File: src/rtl/alu_pkg.sv
// Shared definitions for the 8-bit ALU and the arbiter that shares it:
// opcodes, legality check and the arbiter FSM state type.
package alu_pkg;

    localparam int ALU_WIDTH = 8;

    localparam logic [2:0] OP_ADD  = 3'b000;
    localparam logic [2:0] OP_SUB  = 3'b001;
    localparam logic [2:0] OP_AND  = 3'b010;
    localparam logic [2:0] OP_OR   = 3'b011;
    localparam logic [2:0] OP_XOR  = 3'b100;
    localparam logic [2:0] OP_LAST = 3'b100;

    typedef enum logic [1:0] {
        IDLE = 2'b00,
        EXEC = 2'b01,
        RESP = 2'b10
    } state_t;

    function automatic logic op_illegal(input logic [2:0] op);
        return (op > OP_LAST);
    endfunction

endpackage

File: src/rtl/alu_arbiter_if.sv
// Request/response bundle between the two requesters, the response consumer
// and alu_arbiter. master = requesters and consumer, slave = arbiter.
interface alu_arbiter_if #(
    parameter int WIDTH = 8
);
    logic             req0_valid;
    logic             req0_ready;
    logic [WIDTH-1:0] req0_a;
    logic [WIDTH-1:0] req0_b;
    logic [2:0]       req0_op;

    logic             req1_valid;
    logic             req1_ready;
    logic [WIDTH-1:0] req1_a;
    logic [WIDTH-1:0] req1_b;
    logic [2:0]       req1_op;

    logic             rsp_valid;
    logic             rsp_ready;
    logic [WIDTH-1:0] rsp_result;
    logic             rsp_id;
    logic             rsp_err;

    modport master (
        output req0_valid, req0_a, req0_b, req0_op,
        output req1_valid, req1_a, req1_b, req1_op,
        output rsp_ready,
        input  req0_ready, req1_ready,
        input  rsp_valid, rsp_result, rsp_id, rsp_err
    );

    modport slave (
        input  req0_valid, req0_a, req0_b, req0_op,
        input  req1_valid, req1_a, req1_b, req1_op,
        input  rsp_ready,
        output req0_ready, req1_ready,
        output rsp_valid, rsp_result, rsp_id, rsp_err
    );

endinterface

File: src/rtl/alu.sv
// Fixed 8-bit combinational ALU. ADD/SUB wrap modulo 256; illegal opcodes
// produce zero.
module alu
    import alu_pkg::*;
(
    input  logic [7:0] a,
    input  logic [7:0] b,
    input  logic [2:0] op,
    output logic [7:0] result
);

    // Opcode decode
    always_comb begin
        result = 8'h00;
        case (op)
            OP_ADD:  result = a + b;
            OP_SUB:  result = a - b;
            OP_AND:  result = a & b;
            OP_OR:   result = a | b;
            OP_XOR:  result = a ^ b;
            default: result = 8'h00;
        endcase
    end

endmodule

File: src/rtl/alu_arbiter.sv
// Round-robin share of one alu between two requesters. One operation in
// flight: IDLE accepts, EXEC registers the result, RESP holds it until taken.
module alu_arbiter
    import alu_pkg::*;
#(
    parameter int WIDTH = 8
) (
    input  logic          clk,
    input  logic          rst,
    alu_arbiter_if.slave  bus
);

    state_t           state_r;
    logic             prio_r;
    logic [WIDTH-1:0] a_r;
    logic [WIDTH-1:0] b_r;
    logic [2:0]       op_r;
    logic             id_r;

    logic             rsp_valid_r;
    logic [WIDTH-1:0] rsp_result_r;
    logic             rsp_id_r;
    logic             rsp_err_r;

    logic             grant0_s;
    logic             grant1_s;
    logic [7:0]       alu_result_s;

    // Grant selection: a lone requester always wins, contention goes to prio_r
    always_comb begin
        grant0_s = 1'b0;
        grant1_s = 1'b0;
        if (bus.req0_valid && bus.req1_valid) begin
            grant0_s = ~prio_r;
            grant1_s = prio_r;
        end else begin
            grant0_s = bus.req0_valid;
            grant1_s = bus.req1_valid;
        end
    end

    // Ready is gated by rst so nothing can be accepted while reset is asserted
    assign bus.req0_ready = (state_r == IDLE) && !rst && grant0_s;
    assign bus.req1_ready = (state_r == IDLE) && !rst && grant1_s;

    assign bus.rsp_valid  = rsp_valid_r;
    assign bus.rsp_result = rsp_result_r;
    assign bus.rsp_id     = rsp_id_r;
    assign bus.rsp_err    = rsp_err_r;

    alu u_alu (
        .a      (a_r),
        .b      (b_r),
        .op     (op_r),
        .result (alu_result_s)
    );

    // Arbiter FSM with operand capture and registered response
    always_ff @(posedge clk or posedge rst) begin
        if (rst) begin
            state_r      <= IDLE;
            prio_r       <= 1'b0;
            a_r          <= '0;
            b_r          <= '0;
            op_r         <= 3'b000;
            id_r         <= 1'b0;
            rsp_valid_r  <= 1'b0;
            rsp_result_r <= '0;
            rsp_id_r     <= 1'b0;
            rsp_err_r    <= 1'b0;
        end else begin
            case (state_r)
                IDLE: begin
                    if (bus.req0_ready) begin
                        a_r     <= bus.req0_a;
                        b_r     <= bus.req0_b;
                        op_r    <= bus.req0_op;
                        id_r    <= 1'b0;
                        prio_r  <= 1'b1;
                        state_r <= EXEC;
                    end else if (bus.req1_ready) begin
                        a_r     <= bus.req1_a;
                        b_r     <= bus.req1_b;
                        op_r    <= bus.req1_op;
                        id_r    <= 1'b1;
                        prio_r  <= 1'b0;
                        state_r <= EXEC;
                    end else begin
                        state_r <= IDLE;
                    end
                end
                EXEC: begin
                    rsp_result_r <= alu_result_s;
                    rsp_id_r     <= id_r;
                    rsp_err_r    <= op_illegal(op_r);
                    rsp_valid_r  <= 1'b1;
                    state_r      <= RESP;
                end
                RESP: begin
                    if (bus.rsp_ready) begin
                        rsp_valid_r <= 1'b0;
                        state_r     <= IDLE;
                    end else begin
                        state_r     <= RESP;
                    end
                end
                default: begin
                    rsp_valid_r <= 1'b0;
                    state_r     <= IDLE;
                end
            endcase
        end
    end

endmodule

File: src/flat_wrapper.sv
// flat-port wrapper written by rule: the top's interface ports become plain ports
module alu_arbiter_flat import alu_pkg::*;
#(
    parameter int WIDTH = 8
)
  (clk, rst, bus_req0_valid, bus_req0_a, bus_req0_b, bus_req0_op, bus_req1_valid, bus_req1_a, bus_req1_b, bus_req1_op, bus_rsp_ready, bus_req0_ready, bus_req1_ready, bus_rsp_valid, bus_rsp_result, bus_rsp_id, bus_rsp_err);
  alu_arbiter_if #(.WIDTH(WIDTH)) bus_i ();
  input  logic clk;
  input  logic rst;
  input wire logic [$bits(bus_i.req0_valid)-1:0] bus_req0_valid;
  input wire logic [$bits(bus_i.req0_a)-1:0] bus_req0_a;
  input wire logic [$bits(bus_i.req0_b)-1:0] bus_req0_b;
  input wire logic [$bits(bus_i.req0_op)-1:0] bus_req0_op;
  input wire logic [$bits(bus_i.req1_valid)-1:0] bus_req1_valid;
  input wire logic [$bits(bus_i.req1_a)-1:0] bus_req1_a;
  input wire logic [$bits(bus_i.req1_b)-1:0] bus_req1_b;
  input wire logic [$bits(bus_i.req1_op)-1:0] bus_req1_op;
  input wire logic [$bits(bus_i.rsp_ready)-1:0] bus_rsp_ready;
  output wire logic [$bits(bus_i.req0_ready)-1:0] bus_req0_ready;
  output wire logic [$bits(bus_i.req1_ready)-1:0] bus_req1_ready;
  output wire logic [$bits(bus_i.rsp_valid)-1:0] bus_rsp_valid;
  output wire logic [$bits(bus_i.rsp_result)-1:0] bus_rsp_result;
  output wire logic [$bits(bus_i.rsp_id)-1:0] bus_rsp_id;
  output wire logic [$bits(bus_i.rsp_err)-1:0] bus_rsp_err;
  assign bus_i.req0_valid = bus_req0_valid;
  assign bus_i.req0_a = bus_req0_a;
  assign bus_i.req0_b = bus_req0_b;
  assign bus_i.req0_op = bus_req0_op;
  assign bus_i.req1_valid = bus_req1_valid;
  assign bus_i.req1_a = bus_req1_a;
  assign bus_i.req1_b = bus_req1_b;
  assign bus_i.req1_op = bus_req1_op;
  assign bus_i.rsp_ready = bus_rsp_ready;
  assign bus_req0_ready = bus_i.req0_ready;
  assign bus_req1_ready = bus_i.req1_ready;
  assign bus_rsp_valid = bus_i.rsp_valid;
  assign bus_rsp_result = bus_i.rsp_result;
  assign bus_rsp_id = bus_i.rsp_id;
  assign bus_rsp_err = bus_i.rsp_err;
  alu_arbiter #(.WIDTH(WIDTH)) u_core (.clk(clk), .rst(rst), .bus(bus_i));
endmodule
File: config.mk
export PLATFORM = sky130hd
export DESIGN_NAME = alu_arbiter_flat
export DESIGN_NICKNAME = d
export VERILOG_FILES = /design/src/rtl/alu_pkg.sv /design/src/rtl/alu_arbiter_if.sv /design/src/rtl/alu.sv /design/src/rtl/alu_arbiter.sv /design/src/flat_wrapper.sv
export SDC_FILE = /design/constraint.sdc
export NUM_CORES = 1
export LEC_CHECK = 0
export ABC_CLOCK_PERIOD_IN_PS = 4900
export BUFFER_PORTS_ARGS = -buffer_cell sky130_fd_sc_hd__clkbuf_2
export CAP_MARGIN = 20
export CORE_ASPECT_RATIO = 0.7
export CORE_MARGIN = 2
export CORE_UTILIZATION = 50
export CTS_CLUSTER_SIZE = 16
export DETAILED_ROUTE_END_ITERATION = 10
export PLACE_DENSITY = 0.75
export SLEW_MARGIN = 10
export SYNTH_ARGS = -nofsm -noshare
export SYNTH_HDL_FRONTEND = slang
export SYNTH_SLANG_ARGS = --single-unit
File: constraint.sdc
create_clock -name clk -period 4.9 [get_ports clk]
set_input_delay 0.735 -clock clk [delete_from_list [all_inputs] [get_ports clk]]
set_output_delay 0.735 -clock clk [all_outputs]
set_load 0.005 [all_outputs]
# After elaboration in Yosys (flattened, before gate mapping)
# Cells that the tools add are included.
[classes]
add_sub_neg = 2
magnitude_cmp = 1
eq_ne = 7
mux = 19
bitwise = 5
reduce_logical = 10
[ops]
columns = ["cell", "n"]
rows = [
  ["$pmux 8 s5", 1],
  ["$mux 8", 4],
  ["$add 8x8->8", 1],
  ["$and 8x8->8", 1],
  ["$mux 1", 8],
  ["$or 8x8->8", 1],
  ["$sub 8x8->8", 1],
  ["$xor 8x8->8", 1],
  ["$eq 3x2->1 const B", 2],
  ["$mux 3", 2],
  ["$pmux 2 s3", 1],
  ["$logic_and 1x1->1", 4],
  ["$mux 2", 2],
  ["$reduce_and 2->1", 2],
  ["$eq 3x1->1 const B", 1],
  ["$eq 3x3->1 const B", 1],
  ["$gt 3x3->1 const B", 1],
  ["$logic_not 3->1", 1],
  ["$pmux 1 s3", 1],
  ["$eq 2x1->1 const B", 1],
  ["$eq 2x2->1 const B", 1],
  ["$logic_not 2->1", 1],
  ["$ne 2x2->1 const B", 1],
  ["$not 1->1", 2],
  ["other kinds (2)", 2],
]
[word_totals]
register_bits = 34
in_bits = 43
out_inout_bits = 13
elab_cells = 54

# Longest topological paths before layout
# Gate-level depths: netlist (run 1).
[depth]
word_depth = 6
ltp_mapped = 11
mapped_depth_nobuf = 11

# Modules after synthesis
# A second synthesis (run 1) with hierarchy kept.
[hier_totals]
hier_cells = 284
hier_area_um2 = 2531.2
[modules_own_cells]
columns = ["module", "n_inst", "cells_per_inst", "area_each_um2", "seq_area_each_um2"]
rows = [
  ["alu_arbiter", 1, 155, 1600.3, 850.8],
  ["alu", 1, 129, 930.9, 0.0],
]

# Least setup slack after synthesis (run 1)
# No wires, ideal clock.
[synth_timing]
path_type = "register to register"
start = "register u_core.op_r[2]"
end = "register u_core.rsp_result_r[2], in the netlist u_core.bus.rsp_result[2]"
setup_time_ps = 67
arrival_time_ps = 2377
required_time_ps = 4833
setup_slack_ps = 2456
path_stages_with_launch = 9
n_path_buf = 1
period_less_slack_ps = 2444
cell_sequence = "dfrtp_1 -> buf_6 -> nor3b_4 -> mux2_2 -> fa_1 -> and2b_2 -> o32a_2 -> o22ai_1 -> a22o_1"
[synth_between]
elab_chain_cells = 2
word_cells_on_any_way = 6
cone_classes = "4 x eq/ne; 1 x mux; 1 x reduce/logical"
[synth_rtl]
columns = ["item", "line_no", "rtl"]
rows = [
  ["start, declared", "alu_arbiter.sv:17", "logic [2:0] op_r;"],
  ["start signal, assigned", "alu_arbiter.sv:77", "op_r <= bus.req0_op;"],
  ["start signal, assigned", "alu_arbiter.sv:84", "op_r <= bus.req1_op;"],
  ["$eq 3x3->1 (tied with other cells)", "alu.sv:15", "case (op)"],
  ["$pmux 8 s5 *", "alu.sv:15", ""],
  ["end signal, assigned", "alu_arbiter.sv:93", "rsp_result_r <= alu_result_s;"],
  ["end, declared", "alu_arbiter.sv:21", "logic [WIDTH-1:0] rsp_result_r;"],
]
# Every way passes the cells marked *; elsewhere a longest branch is shown, timed or not.
# A chain may end at the register's enable or synchronous reset.

# Worst setup path in the final report (run 1)
[layout_timing]
start = "register u_core.op_r[0]"
end = "register u_core.rsp_result_r[2], in the netlist u_core.bus.rsp_result[2]"
# Same word-level chain as after synthesis.

==> flow_summary.ini, run 1 <==
[synth]
syn_area_per_cell_um2 = 9.409
syn-num-nets = 314
netlist_area_mm2 = 0.002315
netlist_instances = 246
synthFlopType = dfrtp_1
ys_ff_latch = 34
synth_edf_count = 0
yosys.cell_types.count = 47
synth_warnings = 0
synthArstFlopShare_pct = 100.0
seq_area_frac_synth_pct = 36.76

[sta]
rsz0062_at_grt = no
layout_setup_ws_ns = 2.089
finalCritPeriodShare_pct = 57.36
final.min_clock_period_ns = 2.811
tns_ns = 0
slew_headroom_pct = 62.53
final_max_slew_viol_count = 0
max_freq_ghz = 0.3558
fin_worst_skew_ns = 0.006773
final-hold-violation-count = 0
tightest_slew_ns = 0.5609
finalSetupViolCount = 0

[drt]
post_drt_wl_per_cell_um = 14.38
first_pass_iters = 4
vias = 1932
postRouteAntennaNets = 0
drc = 0
drt_iter0_drc = 137
routed_wl_um = 5092
via_per_inst = 5.458

[critical_path]
slowest_delay_ns = 0.64
cp_cell_sequence = nor3b_4, mux2_2, fa_1, and2b_2, o32a_2, o22ai_1, a22o_1
worst_path_max_delay_cell = dfrtp_1
worstPathMaxFanout = 13
cp.required_ns = 5.13
criticalPathCategory = reg2reg
startpoint_type = flip-flop
arrival_ns = 3.04
end_kind = flip-flop
path_delay_family = flip-flops
crit_buf_inv = 0

[clocking]
clock_path_buffers = 2
numCtsBuffers = 5
htree_levels = 2
clk_latency_ns = 0.29
cts_resized = 0
clk_pin_slew_ns = 0.07
cts_setup_buffers = 0
cts_hold_buf = 0
cts-root-buf = clkbuf_8
clock-sinks = 34
cts_tree = done

[grt]
grt_usage_pct = 21.33
antenna_found_initial = 0
grt.overflow.total = 0
grt_max_degree = 35
grt_pass1_wl_um = 8542
grt_pass1_vias = 1760

[layout]
diodes = 0
n_fill_cell = 383
drive_gt1_share_pct = 24.41
area_growth_pct = 16.00
final_nets = 366

[floorplanning]
core_region_area_mm2 = 0.004404
die_width_um = 85.33
die_h_um = 60.93
row_count = 20
start_util_pct = 52.56
die-area_mm2 = 0.005198
ioPinCount = 56

[power_and_ir_drop]
leakage_nw = 1.326
total_power_w = 0.002018
p_per_area_mw_per_mm2 = 751.5
ir_drop_mv = 0.3349

[placed_design]
port_buffers = 55
place.gp.congestion = 0.8632
hpwl_um = 3814
place_ws_ns = 2.172

[flow_run]
drv_cap = 0

[min_path]
hp-class = reg2reg

[outcome]
status = finished, final reports clean
[state kept, by name, indices dropped and copies added (netlist names)]
name / count
u_core.bus.rsp_result: 8
u_core.bus.rsp_id: 1
u_core.a_r: 8
u_core.state_r: 2
u_core.bus.rsp_valid: 1
u_core.prio_r: 1
u_core.bus.rsp_err: 1
u_core.id_r: 1
u_core.op_r: 3
u_core.b_r: 8
[power breakdown]
| part | switching, W | internal (W) | leakage, nW | total [W] |
|---|---|---|---|---|
| logic | 0.000678 | 0.000570 | 0.856 | 0.00125 |
| clock network | 0.000100 | 0.000113 | 0.0482 | 0.000214 |
| registers | 0.000148 | 0.000408 | 0.423 | 0.000556 |
| total | 0.000926 | 0.00109 | 1.33 | 0.00202 |
[final timing paths]
path | slack [ns] | endpoint | from | depth (start not counted)
worst min register to register | 0.48 | u_core.bus.rsp_valid | u_core.bus.rsp_valid | 1
worst max register to register | 2.09 | u_core.bus.rsp_result[2] | u_core.op_r[0] | 7
worst min-delay path | 0.48 | u_core.bus.rsp_valid | u_core.bus.rsp_valid | 1
worst max-delay path | 2.09 | u_core.bus.rsp_result[2] | u_core.op_r[0] | 7
max in group asynchronous | 4.07 | u_core.b_r[1] | rst | 3
min in group asynchronous | 0.52 | u_core.bus.rsp_valid | rst | 3
[placed cells by master, fill, tap and decap left out, types with 4 or more instances in the layout]
master | netlist | routed
ha_1 | 24 | 24
xnor2_1 | 8 | 8
o21ai_1 | 4 | 4
a31oi_1 | 4 | 4
clkbuf_8 | 0 | 6
clkbuf_2 | 2 | 55
nor2_1 | 16 | 16
o22ai_1 | 8 | 8
nand2_1 | 17 | 17
inv_1 | 22 | 22
o21ai_0 | 18 | 18
dfrtp_1 | 34 | 34
nor2b_1 | 4 | 4
a21oi_1 | 5 | 5
a22oi_1 | 26 | 26
[synthesized netlist by cell type (all sizes together), types with 4 or more instances]
cell,n,area [um^2]
a21oi,5,25.02
nor2b,5,38.78
dfrtp,34,850.8
o22ai,8,50.05
ha,24,300.3
a31oi,4,25.02
buf,11,77.57
nor2,17,71.32
o21ai,22,110.1
nand2,17,63.81
a22oi,26,195.2
xnor2,8,70.07
inv,23,86.33
[through the flow]
step                      hold slack (ns)  utilization [%]  instances  cell area [um^2]
after floorplan                    0.4394                -        246              2315
after global placement             0.4603            58.89        346              2594
after detailed placement           0.4728            58.89        346              2594
after CTS                          0.4893            60.97        354              2685
after global routing               0.5017            60.97        354              2685
final                              0.4811            60.97        354              2685
[worst register-to-register path: cells and delay by family, from the launching register on]
kind | cells | cell delay (ns)
flip-flops | 1 | 0.64
adder cells (fa/ha/maj) | 1 | 0.46
AO/OA/AOI/OAI | 3 | 0.62
AND/OR/NAND/NOR | 2 | 0.63
multiplexers | 1 | 0.41
[routing by layer]
| layer | global-route usage (%) | part of all wire [%] | vias to the layer above |
|---|---|---|---|
| li1 | - | - | 983 |
| met1 | 32.63 | 51 | 871 |
| met2 | 31.58 | 41 | 73 |
| met3 | 5.034 | 7.1 | 5 |
| met4 | 2.721 | 0.53 | 0 |
| met5 | 0 | 0 | - |
[cell type report]
class,instances,area (um^2),share of cell area (%)
Timing Repair Buffer,58,297.8,11.09
Clock buffer,7,86.33,3.215
Sequential cell,34,850.8,31.69
Clock inverter,1,5.005,0.1864
Inverter,23,86.33,3.215
Multi-Input combinational cell,176,1290,48.04
Tap cell,55,68.82,2.563
[cell families after synthesis]
group                      Yosys count  share of synthesized area (%)
AOI/OAI and AO/OA                   81                          23.68
and+or+nand+nor                     56                          12.65
buffers and inverters               36                          7.513
DFF                                 34                          36.76
adders and majority gates           25                          13.84
xor gates and xnor gates            10                          3.784
muxes                                4                          1.784
Power figures use the tool's default switching activity.
==> run 2, diff against run 1 <==
--- a/config.mk
+++ b/config.mk
@@ -5,7 +5,7 @@
 export SDC_FILE = /design/constraint.sdc
 export NUM_CORES = 1
 export LEC_CHECK = 0
-export ABC_CLOCK_PERIOD_IN_PS = 4900
+export ABC_CLOCK_PERIOD_IN_PS = 2680
 export BUFFER_PORTS_ARGS = -buffer_cell sky130_fd_sc_hd__clkbuf_2
 export CAP_MARGIN = 20
 export CORE_ASPECT_RATIO = 0.7
==> constraint.sdc (replaced) <==
create_clock -name clk -period 2.68 [get_ports clk]
set_input_delay 0.402 -clock clk [delete_from_list [all_inputs] [get_ports clk]]
set_output_delay 0.402 -clock clk [all_outputs]
set_load 0.005 [all_outputs]
==> run 2 against run 1 <==
Clock power rose by 110%. Largest cell class unchanged. Critical path depth up 1. Total power rose by 89%. Critical path type unchanged.
==> flow_summary.ini, run 2 (synthesized netlist as in run 1, its figures left out) <==
[outcome]
status = finished, final reports clean

[critical_path]
criticalPathCategory = reg2reg
slowest_delay_ns = 0.45
r2r_setup_slack_ns = 0.24
worst_path_max_delay_cell = fa_1
end_kind = flip-flop
crit_buf_inv = 1
startpoint_type = flip-flop
path_delay_family = adder cells
r2r-end = u_core.bus.rsp_result[2]
arrival_ns = 2.67
reg2reg_from = u_core.b_r[1]
cp.required_ns = 2.91
cp_cell_sequence = inv_1, ha_1, mux2_2, fa_1, and2b_2, o32a_2, o22ai_1, a22o_1
reg2regPathDepth = 8
worstPathMaxFanout = 4

[layout]
design_area_mm2 = 0.002741
final_nets = 371
area_growth_pct = 18.43
regArea_um2 = 850.8
diodes = 0
drive_gt1_share_pct = 25.99
n_fill_cell = 381
final_common_cell = clkbuf_2
multi_input_area_mm2 = 0.001290
mostFrequentLayoutCells = clkbuf_2, dfrtp_1, a22oi_1, ha_1, inv_1

[placed_design]
port_buffers = 55
place_area_mm2 = 0.002631
place.gp.congestion = 0.8907
hpwl_um = 4096

[clocking]
htree_levels = 2
cts_hold_buf = 0
clk_latency_ns = 0.29
cts_tree = done
clk_pin_slew_ns = 0.07
clock-sinks = 34
cts-root-buf = clkbuf_8
numCtsBuffers = 5
cts_resized = 0
clock_path_buffers = 2
cts_setup_buffers = 0

[sta]
fin_worst_skew_ns = 0.006028
final_max_slew_viol_count = 0
max_freq_ghz = 0.4099
rsz0062_at_grt = no
finalSetupViolCount = 0
slew_headroom_pct = 58.65
tns_ns = 0
tightest_slew_ns = 0.6190
final.min_clock_period_ns = 2.440
finalCritPeriodShare_pct = 91.04
final-hold-violation-count = 0

[grt]
antenna_found_initial = 0
grt_pass1_vias = 1788
grt_usage_pct = 22.21
grt_max_degree = 35
grt_pass1_wl_um = 8797
grt.overflow.total = 0

[floorplanning]
die-area_mm2 = 0.005198
ioPinCount = 56
die_width_um = 85.33
core_region_area_mm2 = 0.004404
die_h_um = 60.93
start_util_pct = 52.56
row_count = 20

[drt]
vias = 1976
drc = 0
drt_iter0_drc = 88
via_per_inst = 5.504
routed_wl_um = 5321
post_drt_wl_per_cell_um = 14.82
first_pass_iters = 4
postRouteAntennaNets = 0

[power_and_ir_drop]
ir_drop_mv = 0.5958
total_power_w = 0.003820
leakage_nw = 1.361
p_per_area_mw_per_mm2 = 1394

[flow_run]
drv_cap = 0

[min_path]
hp-class = in2async
## run 2: cell types whose count changed in the layout (fill, tap and decap cells not counted)
cell / before / now
clkinv_2: 1 / 0
clkbuf_8: 6 / 8
buf_4: 3 / 8
clkbuf_1: 1 / 0
## run 2: cell type report
type | instances | area share [%]
clock buffer | 8 | 4.016
inverter | 23 | 3.149
multi-input combinational | 176 | 47.06
sequential | 34 | 31.04
tap | 55 | 2.510
timing repair buffer | 63 | 12.23
## run 2: tightest hold or removal path, delay by kind of cell
family                 cells  cell delay, ns
buffers and inverters      3            0.51
## run 2: worst max path at each step
stage | startpoint | end | slack, ns | cells past startpoint
final | u_core.b_r[1] | u_core.bus.rsp_result[2] | 0.24 | 8
after global routing | u_core.b_r[1] | u_core.bus.rsp_result[4] | 0.1 | 11
after CTS | u_core.b_r[1] | u_core.bus.rsp_result[2] | 0.24 | 8
after detailed placement | u_core.b_r[1] | u_core.bus.rsp_result[2] | 0.25 | 8
after global placement | u_core.b_r[1] | u_core.bus.rsp_result[2] | 0.31 | 8
after floorplan | u_core.op_r[2] | u_core.bus.rsp_result[2] | 0.24 | 8
## run 2: where the power goes
group | total (W) | leakage (nW) | switching, W | internal (W)
Clock | 0.000446 | 0.0575 | 0.000187 | 0.000259
Combinational | 0.00242 | 0.881 | 0.00133 | 0.00109
Sequential | 0.000957 | 0.423 | 0.000209 | 0.000748
## run 2: metal layers
metal	vias to the layer above	GRT usage [%]	wire, um
li1	994	-	-
met1	907	34.32	2773
met2	71	32.37	2184
met3	4	4.218	338
met4	0	4.762	24
met5	-	0	0
## run 2: metrics by stage
step | worst slack, ns | hold WS (ns) | utilization, % | instances
detailed placement | 0.2477 | 0.4611 | 59.74 | 351
finish | 0.2401 | 0.1923 | 62.24 | 359
floorplan | 0.2365 | 0.4394 | - | 246
CTS | 0.2413 | 0.2055 | 62.24 | 359
global placement | 0.3093 | 0.4603 | 59.74 | 351
global route | 0.09911 | 0.2582 | 62.24 | 359
==> run 3, diff against run 2 <==
--- a/config.mk
+++ b/config.mk
@@ -5,7 +5,7 @@
 export SDC_FILE = /design/constraint.sdc
 export NUM_CORES = 1
 export LEC_CHECK = 0
-export ABC_CLOCK_PERIOD_IN_PS = 2680
+export ABC_CLOCK_PERIOD_IN_PS = 2800
 export BUFFER_PORTS_ARGS = -buffer_cell sky130_fd_sc_hd__clkbuf_2
 export CAP_MARGIN = 20
 export CORE_ASPECT_RATIO = 0.7
@@ -13,7 +13,7 @@
 export CORE_UTILIZATION = 50
 export CTS_CLUSTER_SIZE = 16
 export DETAILED_ROUTE_END_ITERATION = 10
-export PLACE_DENSITY = 0.75
+export PLACE_DENSITY = 0.73
 export SLEW_MARGIN = 10
 export SYNTH_ARGS = -nofsm -noshare
 export SYNTH_HDL_FRONTEND = slang
==> constraint.sdc (replaced) <==
create_clock -name clk -period 2.8 [get_ports clk]
set_input_delay 0.42 -clock clk [delete_from_list [all_inputs] [get_ports clk]]
set_output_delay 0.42 -clock clk [all_outputs]
set_load 0.005 [all_outputs]
==> run 3 against run 2 <==
Design area decreased by 0.68%. Sequential power decreased by 4.4%. Wire length increased by 2.0%. Core utilization decreased by 0.43 points. Total power decreased by 5.8%. Clock power decreased by 16%. Die area unchanged. Non-clock buffer count unchanged.
==> flow_summary.ini, run 3 (synthesized netlist as in run 1, its figures left out) <==
[placed_design]
hpwl_um = 4252
place.gp.congestion = 0.9048
port_buffers = 55
place_ws_ns = 0.3090

[critical_path]
worst_path_max_delay_cell = fa_1
cp.required_ns = 3.02
startpoint_type = flip-flop
path_delay_family = adder cells
slowest_delay_ns = 0.46
cp_cell_sequence = inv_1, ha_1, mux2_2, fa_1, and2b_2, o32a_2, o22ai_1, a22o_1
crit_buf_inv = 1
reg2reg_from = u_core.b_r[0]
worstPathMaxFanout = 4
cp-startpoint = u_core.b_r[0]
criticalPathCategory = reg2reg
end_kind = flip-flop
arrival_ns = 2.76

[clocking]
cts_resized = 0
numCtsBuffers = 5
clk_latency_ns = 0.28
clock-sinks = 34
cts_setup_buffers = 0
clock_path_buffers = 2
cts-root-buf = clkbuf_8
clk_pin_slew_ns = 0.07
htree_levels = 2
cts_hold_buf = 0
cts_tree = done

[floorplanning]
core_region_area_mm2 = 0.004404
die_h_um = 60.93
start_util_pct = 52.56
die_width_um = 85.33
die-area_mm2 = 0.005198
row_count = 20
ioPinCount = 56

[layout]
mostFrequentLayoutCells = clkbuf_2, dfrtp_1, a22oi_1, ha_1, inv_1
final_common_cell = clkbuf_2
final_nets = 371
diodes = 0
area_growth_pct = 17.62
n_fill_cell = 397
regArea_um2 = 850.8
drive_gt1_share_pct = 25.66
multi_input_area_mm2 = 0.001290
utilization_pct = 61.82

[sta]
final-hold-violation-count = 0
tightest_slew_ns = 0.6208
final.min_clock_period_ns = 2.533
final_max_slew_viol_count = 0
max_freq_ghz = 0.3948
finalCritPeriodShare_pct = 90.45
tns_ns = 0
slew_headroom_pct = 58.53
finalSetupViolCount = 0
fin_hold_ws_ns = 0.2119
layout_setup_ws_ns = 0.2673
fin_worst_skew_ns = 0.002710
rsz0062_at_grt = no

[power_and_ir_drop]
clkPwrFrac_pct = 10.4
leakage_nw = 1.352
total_power_w = 0.003597
switchingPower_w = 0.001647
combinationalPowerShare_pct = 64.2
p_int_w = 0.001950
ir_drop_mv = 0.6596
p_per_area_mw_per_mm2 = 1321
switching_share_pct = 45.79
sequentialPowerShare_pct = 25.4

[grt]
grt_usage_pct = 23.33
grt_max_degree = 35
grt_pass1_wl_um = 9163
grt.overflow.total = 0
antenna_found_initial = 0
grt_pass1_vias = 1865

[drt]
routed_wl_um = 5427
postRouteAntennaNets = 0
vias = 1990
drc = 0
post_drt_wl_per_cell_um = 15.12
first_pass_iters = 4
via_per_inst = 5.543
drt_iter0_drc = 115

[min_path]
hp-class = in2async

[outcome]
status = finished, final reports clean

[flow_run]
drv_cap = 0
run 3: changes by cell type in the layout (fill, tap and decap cells not counted):
| cell | before | now |
|---|---|---|
| clkbuf_1 | 0 | 1 |
| clkbuf_8 | 8 | 6 |
| clkinv_2 | 0 | 1 |
run 3: metal layers:
layer  share of wire [%]  global-route usage, %  vias to the layer above
li1                    -                      -                      991
met1                  52                  34.30                      932
met2                  41                  36.61                       61
met3                 6.5                  4.218                        6
met4                0.63                  4.762                        0
met5                   0                      0                        -
run 3: worst min-delay path, stage by stage:
cell	delay (ns)
clkbuf_2	0.09
inv_1	0.04
buf_4	0.37
run 3: cell type report:
cell class | instances | area share [%]
inverters | 23 | 3.171
repair buffers | 63 | 12.32
well taps | 55 | 2.528
multi-input cells | 176 | 47.38
clock buffers | 7 | 3.171
flip-flops and latches | 34 | 31.25
clock inverters | 1 | 0.1838
run 3: final timing paths:
path	to	slack (ns)	cells past startpoint
worst max register to register	u_core.bus.rsp_result[2]	0.27	8
worst min register to register	u_core.bus.rsp_id	0.47	2
worst min-delay path	u_core.bus.rsp_valid	0.21	3
max in group asynchronous	u_core.b_r[0]	2.28	3
min in group clk	u_core.op_r[0]	0.35	3
worst max-delay path	u_core.bus.rsp_result[2]	0.27	8
run 3: stage by stage:
stage,area (um^2),std cells
4_1_cts,2723,359
5_1_grt,2723,359
3_3_place_gp,2631,351
2_1_floorplan,2315,246
3_5_place_dp,2631,351
6_report,2723,359
run 3: power groups by stage:
| stage | combinational (W) | clock, W | sequential (W) |
|---|---|---|---|
| 4_1_cts | 0.00230 | 0.000383 | 0.000913 |
| 2_1_floorplan | 0.00177 | 0 | 0.000879 |
| 6_report | 0.00231 | 0.000374 | 0.000915 |
| 3_3_place_gp | 0.00227 | 0 | 0.000910 |
| 3_5_place_dp | 0.00228 | 0 | 0.000921 |
| 5_1_grt | 0.00260 | 0.000401 | 0.000947 |
